### src/rtl/qspi_pin_sync.sv
// Two-flop synchroniser for the SPI pins plus registered sclk edge pulses.
// Ports:
//   clk, rst_n   system clock, synchronous active-low reset
//   cs, sclk     raw chip select / SPI clock pins
//   io[3:0]      raw {hold, wp, so, si} pin levels
//   cs_sync      synchronised chip select, aligned with rise/fall
//   io_sync      synchronised IO levels, aligned with rise/fall
//   rise, fall   one-clk pulses, 3 clk after the sclk pin edge
module qspi_pin_sync (
    input  logic       clk,
    input  logic       rst_n,
    input  logic       cs,
    input  logic       sclk,
    input  logic [3:0] io,
    output logic       cs_sync,
    output logic [3:0] io_sync,
    output logic       rise,
    output logic       fall
);

    logic       cs_meta, cs_stage;
    logic [3:0] io_meta, io_stage;
    logic [2:0] sclk_pipe;

    // The third cs/io stage keeps data and chip select in step with the
    // registered edge pulses, so the FSM sees all of them on the same clk.
    always_ff @(posedge clk) begin
        if (!rst_n) begin
            cs_meta   <= 1'b1;
            cs_stage  <= 1'b1;
            cs_sync   <= 1'b1;
            io_meta   <= '0;
            io_stage  <= '0;
            io_sync   <= '0;
            sclk_pipe <= '0;
            rise      <= 1'b0;
            fall      <= 1'b0;
        end else begin
            // NOTE: non-blocking assignments make every flop sample pre-edge values, which is what builds the pipeline.
            cs_meta   <= cs;
            cs_stage  <= cs_meta;
            cs_sync   <= cs_stage;
            io_meta   <= io;
            io_stage  <= io_meta;
            io_sync   <= io_stage;
            sclk_pipe <= {sclk_pipe[1:0], sclk};
            rise      <= sclk_pipe[1] & ~sclk_pipe[2];
            fall      <= ~sclk_pipe[1] & sclk_pipe[2];
        end
    end

endmodule

### config.mk
export PLATFORM = sky130hd
export DESIGN_NAME = qspi_pin_sync
export DESIGN_NICKNAME = d
export VERILOG_FILES = /design/src/rtl/qspi_pin_sync.sv
export SDC_FILE = /design/constraint.sdc
export NUM_CORES = 1
export LEC_CHECK = 0
export ABC_AREA = 1
export CELL_PAD_IN_SITES_DETAIL_PLACEMENT = 1
export CELL_PAD_IN_SITES_GLOBAL_PLACEMENT = 2
export CORE_MARGIN = 2
export CORE_UTILIZATION = 26
export DETAILED_ROUTE_END_ITERATION = 10
export PLACE_DENSITY_LB_ADDON = 0.12
export SLEW_MARGIN = 20
export SYNTH_ARGS = -nofsm -noshare
export SYNTH_HDL_FRONTEND = slang
export SYNTH_SLANG_ARGS = --single-unit
### constraint.sdc
create_clock -name clk -period 0.8 [get_ports clk]
set_input_delay 0.12 -clock clk [delete_from_list [all_inputs] [get_ports clk]]
set_output_delay 0.12 -clock clk [all_outputs]
set_load 0.005 [all_outputs]
==> results.toml <==
[layout]
fin_area_um2 = 738
register_area_um2 = 400
area_growth_pct = 27.7
multi_input_area_um2 = 78.8
final_net_count = 88
layout-drive-gt1-share = 0.165
final_common_cell = "dfxtp_1"
num-fill-cells = 268
final_cell_mix = "dfxtp_1, nand2_1, inv_1"
diodes = 0

[critical_path]
r2r_setup_slack_ns = 0.27
critPathKind = "reg -> out"
cp_cell_sequence = "buf_2"
r2r_start = "sclk_pipe[1]$_SDFF_PN0_"
critical-path-top-delay-family = "flip-flops"
cp-start-kind = "flip-flop"
r2r_cells = 2
cpMaxStageDelayCell = "dfxtp_1"
max_stage_delay_ns = 0.31
crit_buf_inv = 1
crit_required_ns = 0.68
critPathCaptureType = "primary output"
arrival_ns = 0.71
regToRegEndpoint = "rise$_SDFF_PN0_"
crit_fanout = 1

[timing]
final.period_utilization = 1.04
skew_ns = 0.00111
slew_headroom = 0.931
rsz0062_at_grt = "yes"
setup_ws_ns = -0.0310
setup_viol = 7
tightest_slew_ns = 0.104
drv_slew = 0
holdWs_ns = 0.347
hold_violations = 0
fin_crit_ns = 0.831
max_freq_mhz = 1200

[yosys]
synth_area_per_cell_um2 = 9.48
yosysSeqAreaShare = 0.693
synthTopCellsByArea = "dfxtp_1, nand2_1, inv_1, buf_12, buf_6"
synth_top_area_frac = 0.693
synth_cell_types = 6
synth_fp_nets = 69
netlist.top_cell.by_area = "dfxtp_1"
synthesis.instances = 61
synth-seq-cells = 20
synthesis.area_um2 = 578
yosysWarnings = 0

[detailed_routing]
vias_per_cell = 3.64
routed_wl_um = 741
vias = 389
dr.pass1.iters = 1
wl_per_cell_um = 6.93
post-route-drc-count = 0
ant_nets = 0
drt_iter0_drc = 0

[clock_network]
numCtsBuffers = 3
path_clk_slew_ns = 0.10
clock-sinks = 20
cts_max_level = 1
worst_skew_pair.late_latency_ns = 0.28
clockBufferDepth = 2
clock-root-buffer = "clkbuf_4"
tritoncts = "built"

[placed_design]
place.gp.congestion = 0.658
dp.final_hpwl_um = 559
port_buffers = 14
place_area_um2 = 737
place_ws_ns = -0.167

[power_and_ir_drop]
ir_drop_uv = 977
swShare = 0.192
switchingPower_mw = 0.324
share_seq_of_total_power = 0.617
power_frac_comb = 0.053
p_leak_nw = 0.445
power_frac_clock = 0.329
cellPowerDensity_nw_per_um2 = 2290
internal-power_mw = 1.36

[flow_run]
drv_cap = 0

[die]
ios = 15
fp.dieH_um = 51.2
start_util = 0.269
die_x_um = 51.2
die_area_um2 = 2620
rows = 17
coreArea_um2 = 2150

[grt]
grt_use_total = 0.0650
grt_max_degree = 12
antenna_found_initial = 0
grt_pass1_wl_um = 1190
grt-ovfl-total = 0
grt_pass1_vias = 326

[min_path]
min_path_type = "in -> reg"
hold_depth = 3
hp-start = "io[1]"
hold-path-endpoint = "io_meta[1]$_SDFF_PN0_"

[run_status]
status = "finished, violations left"
violations = "setup timing"
-- Yosys cell counts --
master and number:
nand2_1 19, buf_6 1, nor2_1 2, buf_12 1, inv_1 18, dfxtp_1 20
-- per-layer routing --
| layer | vias to the layer above | global-route usage | wire length, um |
|---|---|---|---|
| li1 | 201 | - | - |
| met1 | 176 | 0.0658 | 323 |
| met2 | 10 | 0.104 | 356 |
| met3 | 2 | 0.0175 | 45 |
| met4 | 0 | 0.0676 | 16 |
| met5 | - | 0 | 0 |
-- worst max-delay path by stage --
stage	slack, ns	depth (start not counted)	end	start
global placement	-0.15	4	rise$_SDFF_PN0_	rst_n
floorplan	0.26	4	io_stage[0]$_SDFF_PN0_	rst_n
detailed placement	-0.17	4	rise$_SDFF_PN0_	rst_n
finish	-0.03	1	io_sync[0]	io_sync[0]$_SDFF_PN0_
CTS	-0.05	1	io_sync[0]	io_sync[0]$_SDFF_PN0_
global route	-0.08	1	cs_sync	cs_sync$_SDFF_PN1_
-- timing repair --
action	in CTS	in global routing
setup endpoints to repair	7	7
gates cloned	0	0
hold buffers	0	0
buffers inserted	0	0
gates resized for setup	28	0
-- logic make-up after synthesis --
kind of cell,after synthesis,synth area share
buffers and inverters,20,0.171
flip-flops,20,0.693
AND/OR/NAND/NOR,21,0.136
-- through the flow --
| step | setup TNS [ns] | cells | power (mW) | utilization |
|---|---|---|---|---|
| finish | -0.204 | 107 | 1.69 | 0.344 |
| global route | -0.518 | 107 | 1.78 | 0.344 |
| CTS | -0.332 | 107 | 1.72 | 0.344 |
| detailed placement | -3.38 | 103 | 1.17 | 0.343 |
| global placement | -3.19 | 103 | 1.17 | 0.343 |
| floorplan | 0 | 61 | 1.12 | - |
-- cell type report --
type                       count  share of cell area
sequential                    20               0.542
timing repair buffer          16               0.163
multi-input combinational     21               0.107
inverter                      18              0.0915
clock buffer                   4              0.0492
tap                           28              0.0475
-- power by group through the flow --
stage                     Sequential, mW  Combinational, mW  Clock (mW)
after floorplan                     1.07             0.0504           0
after global placement              1.07             0.0998           0
after detailed placement            1.07              0.101           0
after CTS                           1.04             0.0938       0.583
after global routing                1.05              0.104       0.630
final                               1.04             0.0903       0.556
-- flip-flops by register name (all words and copies together) (netlist names) --
name       count
cs_meta        1
fall           1
sclk_pipe      3
cs_sync        1
io_sync        4
cs_stage       1
io_meta        4
rise           1
io_stage       4
Power figures use the tool's default switching activity.
